[src/rtl/powlib_afifo_rd_pkg.sv]
// Shared helpers for the async FIFO read side: ceil-log2 and gray encode/decode.
// Gray helpers work on a fixed 32-bit container; callers size-cast in and out.
package powlib_afifo_rd_pkg;

   localparam int GRAYW = 32;

   typedef logic [GRAYW-1:0] gray_t;

   function automatic int clogb2(input int v);
      int r;
      r = 0;
      for (int i = 0; i < 31; i++) begin
         if ((1 << i) < v) r = i + 1;
      end
      return r;
   endfunction

   function automatic gray_t grayencode(input gray_t b);
      return b ^ (b >> 1);
   endfunction

   function automatic gray_t graydecode(input gray_t g);
      gray_t b;
      b[GRAYW-1] = g[GRAYW-1];
      for (int i = GRAYW-2; i >= 0; i--) begin
         b[i] = b[i+1] ^ g[i];
      end
      return b;
   endfunction

endpackage

[src/rtl/powlib_afifo_rd_wptrsync.sv]
// Brings the write domain's gray pointer into clk through S flop stages and
// decodes it to binary; adds S cycles of latency.
module powlib_afifo_wptrsync
   import powlib_afifo_rd_pkg::*;
#(
   parameter int WIDX = 3,
   parameter int S    = 2
) (
   input  logic          clk,
   input  logic          rst,
   input  logic [WIDX:0] wrptr_gray,
   output logic [WIDX:0] wbin
);

   logic [S:0][WIDX:0] stg;

   assign stg[0] = wrptr_gray;

   genvar i;
   generate
      for (i = 0; i < S; i++) begin : g_stage
         powlib_flipflop #(.W(WIDX+1), .EAR(1'b1)) u_ff (
            .clk (clk),
            .rst (rst),
            .vld (1'b1),
            .d   (stg[i]),
            .q   (stg[i+1])
         );
      end
   endgenerate

   // Only the last stage is decoded; earlier stages may be metastable.
   assign wbin = (WIDX+1)'(graydecode(gray_t'(stg[S])));

endmodule

[src/rtl/powlib_flipflop.sv]
// Enabled register with configurable reset value; EAR selects asynchronous
// active-low reset, otherwise reset is sampled on clk.
module powlib_flipflop #(
   parameter int           W    = 1,
   parameter logic [W-1:0] INIT = '0,
   parameter bit           EAR  = 1'b1
) (
   input  logic         clk,
   input  logic         rst,
   input  logic         vld,
   input  logic [W-1:0] d,
   output logic [W-1:0] q
);

   generate
      if (EAR) begin : g_async
         always_ff @(posedge clk or negedge rst) begin
            if (!rst)     q <= INIT;
            else if (vld) q <= d;
         end
      end else begin : g_sync
         always_ff @(posedge clk) begin
            if (!rst)     q <= INIT;
            else if (vld) q <= d;
         end
      end
   endgenerate

endmodule

[src/rtl/powlib_afifo_rd.sv]
// Read side of an async FIFO: registered output word with valid/ready, one word
// per cycle under rdrdy; rddata holds while rdvld && !rdrdy.
module powlib_afifo_rd
   import powlib_afifo_rd_pkg::*;
#(
   parameter int W    = 32,
   parameter int D    = 8,
   parameter int WIDX = clogb2(D),
   parameter int S    = 2
) (
   input  logic          clk,
   input  logic          rst,
   input  logic [WIDX:0] wrptr_gray,
   output logic [WIDX:0] rdptr_gray,
   output logic [WIDX-1:0] rdidx,
   input  logic [W-1:0]  memdata,
   output logic [W-1:0]  rddata,
   output logic          rdvld,
   input  logic          rdrdy,
   output logic          empty,
   output logic [WIDX:0] level
);

   logic [WIDX:0] wbin;
   logic [WIDX:0] rbin;
   logic [WIDX:0] rbin_nxt;
   logic [WIDX:0] rgray_nxt;
   logic          load;
   logic          rdvld_nxt;

   powlib_afifo_wptrsync #(.WIDX(WIDX), .S(S)) u_wptrsync (
      .clk        (clk),
      .rst        (rst),
      .wrptr_gray (wrptr_gray),
      .wbin       (wbin)
   );

   assign rdidx     = rbin[WIDX-1:0];
   assign empty     = (rbin == wbin);
   assign level     = wbin - rbin;
   // Refill the output register whenever it is free or being consumed this edge.
   assign load      = !empty && (!rdvld || rdrdy);
   assign rbin_nxt  = rbin + (WIDX+1)'(1);
   assign rgray_nxt = (WIDX+1)'(grayencode(gray_t'(rbin_nxt)));
   assign rdvld_nxt = load || (rdvld && !rdrdy);

   powlib_flipflop #(.W(WIDX+1), .EAR(1'b1)) u_rbin (
      .clk (clk),
      .rst (rst),
      .vld (load),
      .d   (rbin_nxt),
      .q   (rbin)
   );

   powlib_flipflop #(.W(WIDX+1), .EAR(1'b1)) u_rgray (
      .clk (clk),
      .rst (rst),
      .vld (load),
      .d   (rgray_nxt),
      .q   (rdptr_gray)
   );

   powlib_flipflop #(.W(W), .EAR(1'b1)) u_rddata (
      .clk (clk),
      .rst (rst),
      .vld (load),
      .d   (memdata),
      .q   (rddata)
   );

   powlib_flipflop #(.W(1), .EAR(1'b1)) u_rdvld (
      .clk (clk),
      .rst (rst),
      .vld (1'b1),
      .d   (rdvld_nxt),
      .q   (rdvld)
   );

endmodule

[config.mk]
export PLATFORM = sky130hd
export DESIGN_NAME = powlib_afifo_rd
export DESIGN_NICKNAME = d
export VERILOG_FILES = /design/src/rtl/powlib_afifo_rd_pkg.sv /design/src/rtl/powlib_afifo_rd_wptrsync.sv /design/src/rtl/powlib_flipflop.sv /design/src/rtl/powlib_afifo_rd.sv
export SDC_FILE = /design/constraint.sdc
export NUM_CORES = 1
export LEC_CHECK = 0
export CAP_MARGIN = 25
export CORE_MARGIN = 2
export CORE_UTILIZATION = 38
export CTS_CLUSTER_DIAMETER = 100
export DETAILED_ROUTE_END_ITERATION = 16
export HOLD_SLACK_MARGIN = 0.05
export PLACE_DENSITY = 0.83
export SYNTH_ARGS = -nofsm -noshare
export SYNTH_HDL_FRONTEND = slang
export SYNTH_SLANG_ARGS = --single-unit
[constraint.sdc]
create_clock -name clk -period 2.5 [get_ports clk]
set_input_delay 0.75 -clock clk [delete_from_list [all_inputs] [get_ports clk]]
set_output_delay 0.75 -clock clk [all_outputs]
set_load 0.01 [all_outputs]
Word level (Yosys, flattened, before mapping)
Index checks and enable logic that the tools add are counted.
Widths: inputs -> output; s select.

word-level totals
  logic and storage cells = 20
  flip-flop bits (word level) = 49
  output and inout bits = 45
  input bits = 39

operators by class
  equality and inequality tests = 1
  bitwise operators = 4
  reductions and logical operators = 7
  $add $sub $neg = 2

operator list
  kind                 count
  $add 4x1->4 const B  1
  $eq 4x4->1           1
  $sub 4x4->4          1
  $xor 4x3->4          1
  $logic_not 1->1      3
  $xor 1x1->1          3
  $logic_and 1x1->1    2
  $logic_or 1x1->1     2

Logic depth before layout (Yosys ltp)
Gate-level depths: netlist of run 1.

  depth after elaboration = 7
  mapped depth = 9

Hierarchy
Synthesis of run 1 repeated with hierarchy kept, for this count alone.

second synthesis, totals
  cell total of the unflattened synthesis = 138
  area, all modules = 2244.7 sq um

by module, submodules not included
  module                        cells an instance  area each (sq um)  times used
  powlib_flipflop (u_rddata)    68                 1345.0             1
  powlib_flipflop (u_rbin ...)  8                  145.1              4
  powlib_afifo_rd               31                 232.7              1
  powlib_afifo_wptrsync         5                  46.3               1
  powlib_flipflop (u_rdvld)     2                  40.0               1

Worst setup path after synthesis of run 1
No wires, ideal clock.

  path kind = reg-to-output
  from = register u_wptrsync.g_stage[1].u_ff.q[3]
  to = output port level[2]
  stages on the path, launching flop included = 8
  data required time = 1.750 ns
  setup slack = -0.099 ns
  arrival time = 1.849 ns
  path buffers = 0
  cells stage by stage = dfrtp_1 -> xor2_1 -> xor2_1 -> xnor2_1 -> ha_1 -> inv_1 -> fa_1 -> xor2_1

on the way
  cells in the longest elaborated chain, start to end = 4

RTL lines
  what                      RTL line                   RTL
  start, declared           powlib_flipflop.sv:12      output logic [W-1:0] q
  start signal, assigned    powlib_flipflop.sv:18      if (!rst) q <= INIT;
  start signal, assigned    powlib_flipflop.sv:19      else if (vld) q <= d;
  $xor 1x1->1 (*)           powlib_afifo_rd_pkg.sv:26  b[i] = b[i+1] ^ g[i];
  $xor 1x1->1 (2 in a row)  powlib_afifo_rd_pkg.sv:26
  $sub 4x4->4 (*)           powlib_afifo_rd.sv:40      assign level = wbin - rbin;
  end, declared             powlib_afifo_rd.sv:21      output logic [WIDX:0] level

Mark *: on every way between the ends. The rest lies on a longest branch, timed or not.

Worst setup path after layout of run 1
  from = register u_wptrsync.g_stage[1].u_ff.q[2]
  to = output port level[2]

Same word-level chain as after synthesis.

==> reports/qor.log, run 1 <==
qor: sta.maxSlewViolCount 0
qor: sta.finalCritPeriodShare 1.17
qor: drt.routed_len_inst 15.3 microns
qor: global_route.grt_start_max_net_pins 24
qor: sta.max_slew_margin 0.768
qor: clock_tree.worst_setup_hold_path_clk_slew 90 ps
qor: sta.max_clock_freq 341 MHz
qor: placement.routabilityCongestion 0.733
qor: drt.dr.first_iter.drc_count 24
qor: logic_synthesis.synthDominantAreaCellType dfrtp_1
qor: finish.layout.cells.most_common clkdlybuf4s50_1
qor: critical_path.cp-end-kind output port
qor: critical_path.timing_worst_setup_path_type reg -> out
qor: power.power.static_leakage 1.53 nW
qor: placement.port-buffer-count 83
qor: finish.mostFrequentLayoutCells clkdlybuf4s50_1 (77), dfrtp_1 (48), mux2_4 (33)
qor: drt.route.antenna.remaining_nets 0
qor: sta.final.setup.tns -1570 ps
qor: critical_path.crit_path_cell_trace xor2_2 -> xor2_2 -> xnor2_1 -> ha_2 -> inv_2 -> fa_2 -> xor2_2 -> buf_2
qor: logic_synthesis.synth_cell_type_count 19
qor: power.max-vdd-ir-drop 572 uV
qor: clock_tree.tritoncts_clock_tree built
qor: logic_synthesis.synth_largest_type_area_fraction 0.587
qor: job.drv.max_cap_violation_count 0
qor: clock_tree.clk_root_buffer_cell clkbuf_8
qor: global_route.initial_antenna_violation_count 0
qor: critical_path.endpoint_required_time_on_the_critical_path 1750 ps
qor: clock_tree.ctsHtreeMaxLevel 2
qor: logic_synthesis.synthSimpleGateAreaFrac 0.0226
qor: critical_path.cp_launch_type register
qor: logic_synthesis.synthXorXnorAreaFrac 0.0636
qor: finish.fin_area 3370 sq um
qor: sta.final-setup-viol-count 5
qor: power.design_power_total 3.82 mW
qor: critical_path.critical-path-top-cell-by-count xor2_2
qor: worst_hold_path.type_of_the_worst_min_delay_path in -> async
qor: critical_path.timing.critical_path.slowest_stage_cell dfrtp_1
qor: finish.post_route_insts_no_fill 308
qor: clock_tree.cts_hold_buf 0
qor: logic_synthesis.post_synthesis_compound_gate_area_fraction 0.0214
qor: logic_synthesis.synth_top_cells_by_area dfrtp_1 (59%), mux2_4 (23%), xnor2_1 (3.0%), xor2_1 (2.6%), ha_1 (2.4%)
qor: placement.placed_cells 289
qor: floorplan.area_inside_the_core_boundary 5140 sq um
qor: run_status.status complete, but fails checks
qor: finish.area_delta_synth_final 64.7%
qor: logic_synthesis.post_synth_fa_ha_maj_area_fraction 0.0342
qor: floorplan.design.die.area 5990 sq um
qor: floorplan.core.rowCount 26
qor: placement.dpl.hpwl 3110 microns
qor: drt.routed-via-count 1371
qor: power.cellPowerDensity 1130 nW/um^2
qor: clock_tree.clk-insertion-delay-late 290 ps
qor: logic_synthesis.syn_area_per_cell 16.2 sq um
qor: drt.wl 4710 microns
qor: clock_tree.numCtsBuffers 5
qor: sta.layout_min_cycle_time 2930 ps
qor: global_route.grt_first_pass_wirelength 7060 microns
qor: placement.dpl_cell_area 3060 sq um
qor: floorplan.pin_count 84
qor: sta.setup_clock_skew_after_layout 3.86 ps
qor: global_route.globalRouteTotalUtil 0.153
qor: floorplan.start_util 0.398
qor: logic_synthesis.post_synthesis_cell_area 2050 sq um
qor: finish.drive_above_1_share 0.357
qor: critical_path.cp.arrival 2180 ps
qor: sta.hold_viol 0
qor: logic_synthesis.main_combinational_cell_family_by_area_after_synthesis multiplexers
qor: floorplan.die-height 77.4 microns
qor: floorplan.die_w 77.4 microns
qor: sta.grt_setup_unrepaired true
qor: logic_synthesis.syn_nets 170
qor: global_route.grt_overflow_total 0
qor: run_status.failing_checks setup timing
qor: logic_synthesis.synthMuxAreaShare 0.240
qor: logic_synthesis.netlist_instances 126
qor: finish.final.fill_count 416
qor: drt.post_drt_via_cell_ratio 4.45
qor: critical_path.critical_path_peak_fanout 2
qor: logic_synthesis.yosys_register_bits 48
qor: finish.diodes 0
qor: sta.max_slew.worst_pin.slew 348 ps
qor: critical_path.max_stage_delay 400 ps
qor: clock_tree.clock_sinks 48
qor: clock_tree.cts_buffer_depth 2
qor: drt.drt_first_pass_iters 4
qor: logic_synthesis.synthesis.yosys.warnings 0
qor: finish.layout.nets 281
qor: logic_synthesis.synth.yosys.seq_area_share 0.587
qor: sta.setup_ws -434 ps
qor: drt.remaining_drc_errors 0
qor: global_route.number_of_global_route_vias_before_repair 1449
[path summary, 6_finish.rpt]
kind                            slack, ps                             from  cells past startpoint                               to
worst max-delay path                 -430  u_wptrsync.g_stage[1].u_ff.q[2]                      8                         level[2]
worst min-delay path                  350                              rst                      1                    u_rddata.q[4]
worst max register to register         50  u_wptrsync.g_stage[1].u_ff.q[2]                     10                   u_rddata.q[19]
worst min register to register        360  u_wptrsync.g_stage[0].u_ff.q[0]                      0  u_wptrsync.g_stage[1].u_ff.q[0]
max in group asynchronous            1600                              rst                      2                        u_rdvld.q
min in group clk                      360  u_wptrsync.g_stage[0].u_ff.q[0]                      0  u_wptrsync.g_stage[1].u_ff.q[0]
[report_power, final]
group	internal (mW)	switching (mW)	total (mW)
clock	0.297	0.248	0.545
combinational	1.31	0.803	2.11
sequential	1.02	0.148	1.17
[Yosys cell counts]
cell,number
a21o_1,1
xnor2_1,7
a21oi_1,1
xor2_2,1
o21ai_4,1
o21ai_0,3
xor2_1,6
nand2_1,6
nor3_1,1
buf_6,4
ha_1,4
inv_1,5
nand2b_1,1
mux2_2,1
nor2_1,2
nand3_1,1
fa_1,1
mux2_4,32
dfrtp_1,48
[cells by family after synthesis]
logic type	count (synthesis)
flip-flops	48
multiplexers	33
XOR/XNOR	14
AND/OR/NAND/NOR	11
buffers and inverters	9
AO/OA/AOI/OAI	6
adder cells (fa/ha/maj)	5
[critical path: cells and delay by family, from the launching register on]
family / cells / cell delay (ps)
fa+ha+maj: 2 / 570
flops: 1 / 400
xor+xnor: 4 / 740
buf+inv: 2 / 180
[per-layer routing]
metal / wire, microns / GRT usage / vias to the layer above / part of all wire
li1: - / - / 634 / -
met2: 2350 / 0.246 / 60 / 0.50
met5: 0 / 0 / - / 0
met4: 31 / 0.0482 / 0 / 0.0066
met3: 358 / 0.0581 / 2 / 0.076
met1: 1970 / 0.192 / 675 / 0.42
[repair_timing]
item | in CTS | in global routing
setup endpoints to repair | 5 | 38
cloned | 0 | 4
pin swaps | 8 | 9
gates resized for setup | 27 | 9
buffers inserted | 2 | 5
[per-stage QoR]
stage	setup slack [ps]	hold WS, ps	util
CTS	-450	349	0.620
finish	-434	348	0.656
global placement	-507	341	0.596
floorplan	-81.9	331	-
detailed placement	-623	338	0.596
global route	-563	351	0.656
[layout make-up]
type	count	area (sq um)	share of cell area
Sequential cell	48	1200	0.356
Inverter	5	18.8	0.00557
Timing Repair Buffer	108	1110	0.330
Multi-Input combinational cell	69	845	0.251
Clock inverter	2	35.0	0.0104
Clock buffer	6	72.6	0.0215
Tap cell	70	87.6	0.0260
[flip-flops by register name (all words and copies together), names as in the netlist]
| register | cells |
|---|---|
| u_rddata.q | 32 |
| u_wptrsync.g_stage.u_ff.q | 8 |
| u_rbin.q | 4 |
| u_rgray.q | 3 |
| u_rdvld.q | 1 |
No activity file was read; power rests on OpenSTA's default activity.
==> run 2: changes to the inputs <==
- CORE_ASPECT_RATIO: default -> 1.75
==> reports/qor.log, run 2 (synthesis results as in run 1) <==
qor: critical_path.cp_top_family XOR/XNOR gates
qor: floorplan.area_inside_the_core_boundary 5210 sq um
qor: placement.port-buffer-count 83
qor: sta.finalCritPeriodShare 1.17
qor: sta.maxSlewViolCount 0
qor: placement.placed_cells 273
qor: critical_path.critical_path_peak_fanout 2
qor: critical_path.crit_path_cell_trace xor2_2 -> xor2_1 -> xnor2_1 -> ha_2 -> inv_2 -> fa_2 -> xor2_2 -> buf_2
qor: sta.max_clock_freq 343 MHz
qor: drt.route.antenna.remaining_nets 0
qor: floorplan.pin_count 84
qor: clock_tree.tritoncts_clock_tree built
qor: critical_path.critical-path-top-cell-by-count xor2_2
qor: critical_path.rrSetupSlack 40 ps
qor: finish.diodes 0
qor: finish.biggest_regs u_rddata.q x32, u_wptrsync.g_stage.u_ff.q x8, u_rbin.q x4
qor: drt.routed-via-count 1386
qor: global_route.grt_start_max_net_pins 28
qor: worst_hold_path.type_of_the_worst_min_delay_path reg -> reg
qor: sta.final-setup-viol-count 5
qor: power.max-vdd-ir-drop 469 uV
qor: sta.max_slew.worst_pin.slew 565 ps
qor: finish.post_route_insts_no_fill 291
qor: drt.remaining_drc_errors 0
qor: power.p_sw 1.21 mW
qor: finish.layout.cells.most_common clkdlybuf4s50_1
qor: sta.layout_min_cycle_time 2910 ps
qor: power.design_power_total 3.81 mW
qor: drt.routed_len_inst 15.9 microns
qor: finish.registers.top_by_ff_count u_rddata.q
qor: power.clkPwrFrac 0.144
qor: floorplan.die-height 101 microns
qor: critical_path.cp-end-kind output port
qor: finish.max_reg_flops 32
qor: power.cellPowerDensity 1150 nW/um^2
qor: critical_path.worstSetupStartpoint u_wptrsync.g_stage[1].u_ff.q[3]
qor: sta.grt_setup_unrepaired true
qor: global_route.grt_overflow_total 0
qor: run_status.failing_checks setup timing
qor: placement.dpl.hpwl 3100 microns
qor: finish.mostFrequentLayoutCells clkdlybuf4s50_1 (77), dfrtp_1 (48), mux2_4 (33)
qor: global_route.grtUsageMet2 0.276
qor: clock_tree.clk-insertion-delay-late 300 ps
qor: critical_path.max_stage_delay 410 ps
qor: sta.setup_ws -414 ps
qor: critical_path.rr_startpoint u_wptrsync.g_stage[1].u_ff.q[3]
qor: clock_tree.cts_hold_buf 0
qor: power.power.static_leakage 1.51 nW
qor: finish.layout.nets 279
qor: floorplan.design.die.area 6010 sq um
qor: power.power_report.internal_total 2.60 mW
qor: global_route.busiest_layer met2
qor: global_route.grt_first_pass_wirelength 6540 microns
qor: clock_tree.clock_sinks 48
qor: global_route.number_of_global_route_vias_before_repair 1396
qor: global_route.met3_usage 0.0282
qor: clock_tree.numCtsBuffers 5
qor: drt.post_drt_via_cell_ratio 4.76
qor: critical_path.endpoint_required_time_on_the_critical_path 1750 ps
qor: finish.fin_util 0.638
qor: finish.drive_above_1_share 0.356
qor: clock_tree.ctsHtreeMaxLevel 2
qor: finish.fin_area 3320 sq um
qor: floorplan.start_util 0.393
qor: sta.final.setup.tns -1540 ps
qor: critical_path.cp.arrival 2160 ps
qor: finish.final.fill_count 385
qor: clock_tree.cts_buffer_depth 2
qor: sta.max_slew_margin 0.623
qor: global_route.initial_antenna_violation_count 0
qor: floorplan.core.rowCount 35
qor: placement.dpl_cell_area 3040 sq um
qor: critical_path.timing_worst_setup_path_type reg -> out
qor: floorplan.die_w 59.5 microns
qor: clock_tree.clk_root_buffer_cell clkbuf_8
qor: drt.dr.first_iter.drc_count 24
qor: sta.hold_viol 0
qor: critical_path.cp_launch_type register
qor: power.comb_power_share 0.548
qor: sta.setup_clock_skew_after_layout 6.78 ps
qor: worst_hold_path.min-delay-start u_wptrsync.g_stage[0].u_ff.q[3]
qor: clock_tree.worst_setup_hold_path_clk_slew 90 ps
qor: job.drv.max_cap_violation_count 0
qor: drt.wl 4630 microns
qor: global_route.globalRouteTotalUtil 0.147
qor: critical_path.timing.critical_path.slowest_stage_cell dfrtp_1
qor: placement.routabilityCongestion 0.813
qor: power.power.sequential.fraction 0.308
qor: power.power_switching_share 0.318
qor: finish.area_delta_synth_final 62.3%
qor: run_status.status complete, but fails checks
qor: global_route.met1_usage 0.154
qor: critical_path.critPathBufInv 2
qor: drt.drt_first_pass_iters 3
==> run 2: cell types whose count changed in the layout (fill, tap and decap cells not counted), sizes merged <==
| cell | before | now |
|---|---|---|
| clkinvlp | 0 | 1 |
| clkbuf | 10 | 7 |
==> run 2: per-stage QoR <==
| stage | hold WS [ps] | setup WS [ps] |
|---|---|---|
| after global placement | 335 | -506 |
| after floorplan | 331 | -81.9 |
| after detailed placement | 336 | -569 |
| after CTS | 363 | -451 |
| final | 354 | -414 |
| after global routing | 366 | -511 |
==> run 2: cell type report <==
class | instances | area (sq um) | share of cell area
Clock buffer | 5 | 68.8 | 0.0207
Clock inverter | 3 | 42.5 | 0.0128
Inverter | 5 | 18.8 | 0.00565
Multi-Input combinational cell | 69 | 850 | 0.256
Sequential cell | 48 | 1200 | 0.361
Tap cell | 55 | 68.8 | 0.0207
Timing Repair Buffer | 106 | 1070 | 0.323
==> run 2: routing by layer <==
layer | wire length, microns | vias to the layer above
met1 | 1650 | 695
met4 | 75 | 0
met5 | 0 | -
met2 | 2730 | 50
met3 | 178 | 6
li1 | - | 635
==> run 2: final timing paths <==
path                                                         to  depth (start not counted)
worst max-delay path                                   level[2]                          8
worst min-delay path            u_wptrsync.g_stage[1].u_ff.q[3]                          0
worst max register to register                   u_rddata.q[24]                         10
worst min register to register  u_wptrsync.g_stage[1].u_ff.q[3]                          0
max in group asynchronous                        u_rddata.q[24]                          2
min in group asynchronous       u_wptrsync.g_stage[1].u_ff.q[2]                          1
==> run 2: repair_timing <==
item	in CTS	in global routing
gates resized for setup	27	9
setup buffers	3	5
cloned	0	3
endpoints found under the setup margin	5	41
pin swaps	7	10
==> run 2: power by group through the flow <==
stage | clock (mW) | sequential, mW | combinational (mW)
finish | 0.547 | 1.17 | 2.09
global route | 0.598 | 1.20 | 2.23
floorplan | 0 | 1.30 | 0.881
CTS | 0.568 | 1.17 | 1.89
detailed placement | 0 | 1.18 | 1.89
global placement | 0 | 1.17 | 1.86
==> run 3: changes to the inputs <==
- SKIP_CTS_REPAIR_TIMING: default -> 1
==> reports/qor.log, run 3 (synthesis results as in run 1) <==
qor: run_status.status complete, but fails checks
qor: run_status.failing_checks setup timing
qor: sta.grt_setup_unrepaired true
qor: placement.routabilityCongestion 0.813
qor: drt.wl 4460 microns
qor: drt.route.antenna.remaining_nets 0
qor: finish.max_reg_flops 32
qor: global_route.met1_usage 0.152
qor: finish.biggest_regs u_rddata.q x32, u_wptrsync.g_stage.u_ff.q x8, u_rbin.q x4
qor: clock_tree.cts_buffer_depth 2
qor: power.power.static_leakage 1.48 nW
qor: clock_tree.clk-insertion-delay-late 300 ps
qor: finish.registers.top_by_ff_count u_rddata.q
qor: placement.dpl.hpwl 3100 microns
qor: critical_path.endpoint_required_time_on_the_critical_path 1750 ps
qor: sta.layout_min_cycle_time 2940 ps
qor: floorplan.core.rowCount 35
qor: finish.fin_util 0.626
qor: power.max-vdd-ir-drop 470 uV
qor: sta.max_slew.worst_pin.slew 565 ps
qor: job.drv.max_cap_violation_count 0
qor: floorplan.design.die.area 6010 sq um
qor: floorplan.pin_count 84
qor: finish.mostFrequentLayoutCells clkdlybuf4s50_1 (77), dfrtp_1 (48), mux2_4 (32)
qor: global_route.met3_usage 0.0282
qor: clock_tree.ctsHtreeMaxLevel 2
qor: critical_path.critical_path_peak_fanout 3
qor: power.cellPowerDensity 1140 nW/um^2
qor: drt.remaining_drc_errors 0
qor: sta.finalCritPeriodShare 1.18
qor: drt.post_drt_via_cell_ratio 4.72
qor: finish.layout.cells.most_common clkdlybuf4s50_1
qor: finish.fin_area 3260 sq um
qor: floorplan.die-height 101 microns
qor: clock_tree.clk_root_buffer_cell clkbuf_8
qor: drt.dr.first_iter.drc_count 16
qor: drt.drt_first_pass_iters 3
qor: sta.setup_ws -441 ps
qor: critical_path.timing_worst_setup_path_type reg -> out
qor: global_route.grtUsageMet2 0.270
qor: sta.max_slew_margin 0.623
qor: floorplan.start_util 0.393
qor: sta.max_clock_freq 340 MHz
qor: critical_path.cp_launch_type register
qor: placement.dpl_cell_area 3040 sq um
qor: global_route.grt_start_max_net_pins 28
qor: global_route.globalRouteTotalUtil 0.145
qor: sta.final-setup-viol-count 5
qor: global_route.grt_overflow_total 0
qor: clock_tree.numCtsBuffers 5
qor: clock_tree.worst_setup_hold_path_clk_slew 90 ps
qor: drt.routed_len_inst 15.6 microns
qor: placement.place_ws -569 ps
qor: sta.hold_viol 0
qor: finish.diodes 0
qor: global_route.busiest_layer met2
qor: clock_tree.clock_sinks 48
qor: finish.layout.nets 274
qor: power.design_power_total 3.71 mW
qor: floorplan.area_inside_the_core_boundary 5210 sq um
qor: drt.routed-via-count 1350
qor: placement.port-buffer-count 83
qor: global_route.grt_first_pass_wirelength 6440 microns
qor: clock_tree.tritoncts_clock_tree built
qor: global_route.number_of_global_route_vias_before_repair 1391
qor: finish.drive_above_1_share 0.342
qor: finish.area_delta_synth_final 59.4%
qor: global_route.initial_antenna_violation_count 0
qor: sta.maxSlewViolCount 0
qor: worst_hold_path.type_of_the_worst_min_delay_path reg -> reg
qor: critical_path.cp.arrival 2190 ps
qor: floorplan.die_w 59.5 microns
qor: sta.setup_clock_skew_after_layout 5.78 ps
qor: critical_path.cp-end-kind output port
[run 3: where the power goes]
part	leakage, nW	switching [mW]	internal, mW
combinational	0.863	0.767	1.23
sequential	0.558	0.149	1.02
clock	0.0541	0.249	0.296
[run 3: final cells by class]
cell class / count / area (sq um)
Timing Repair Buffer: 101 / 1030
Tap cell: 55 / 68.8
Sequential cell: 48 / 1200
Clock inverter: 3 / 42.5
Clock buffer: 5 / 68.8
Inverter: 5 / 18.8
Fill cell: 392 / 1950
Multi-Input combinational cell: 69 / 833
[run 3: worst paths after layout]
path / start / end / slack, ps / cells after the start
min: u_wptrsync.g_stage[0].u_ff.q[3] / u_wptrsync.g_stage[1].u_ff.q[3] / 350 / 0
max: u_wptrsync.g_stage[1].u_ff.q[3] / level[2] / -440 / 8
min in group asynchronous: rst / u_rdvld.q / 430 / 1
max in group asynchronous: rst / u_rddata.q[24] / 1540 / 2
min reg2reg: u_wptrsync.g_stage[0].u_ff.q[3] / u_wptrsync.g_stage[1].u_ff.q[3] / 350 / 0
max reg2reg: u_wptrsync.g_stage[1].u_ff.q[3] / u_rddata.q[12] / 50 / 10
[run 3: critical path: stages (launching register included)]
cell,delay [ps]
dfrtp_1,420
xor2_2,230
xor2_2,220
xnor2_1,150
ha_2,200
inv_2,40
fa_2,360
xor2_2,140
clkbuf_2,120
[run 3: through the flow]
step	setup TNS [ps]	std cells	hold slack [ps]
floorplan	-108	126	331
global placement	-1700	273	335
detailed placement	-2030	273	336
CTS	-3710	281	363
global route	-3570	286	366
finish	-1680	286	353
[run 3: layer usage]
layer | share of wire | up-vias
met5 | 0 | -
met2 | 0.60 | 51
li1 | - | 619
met4 | 0.017 | 0
met1 | 0.34 | 674
met3 | 0.040 | 6
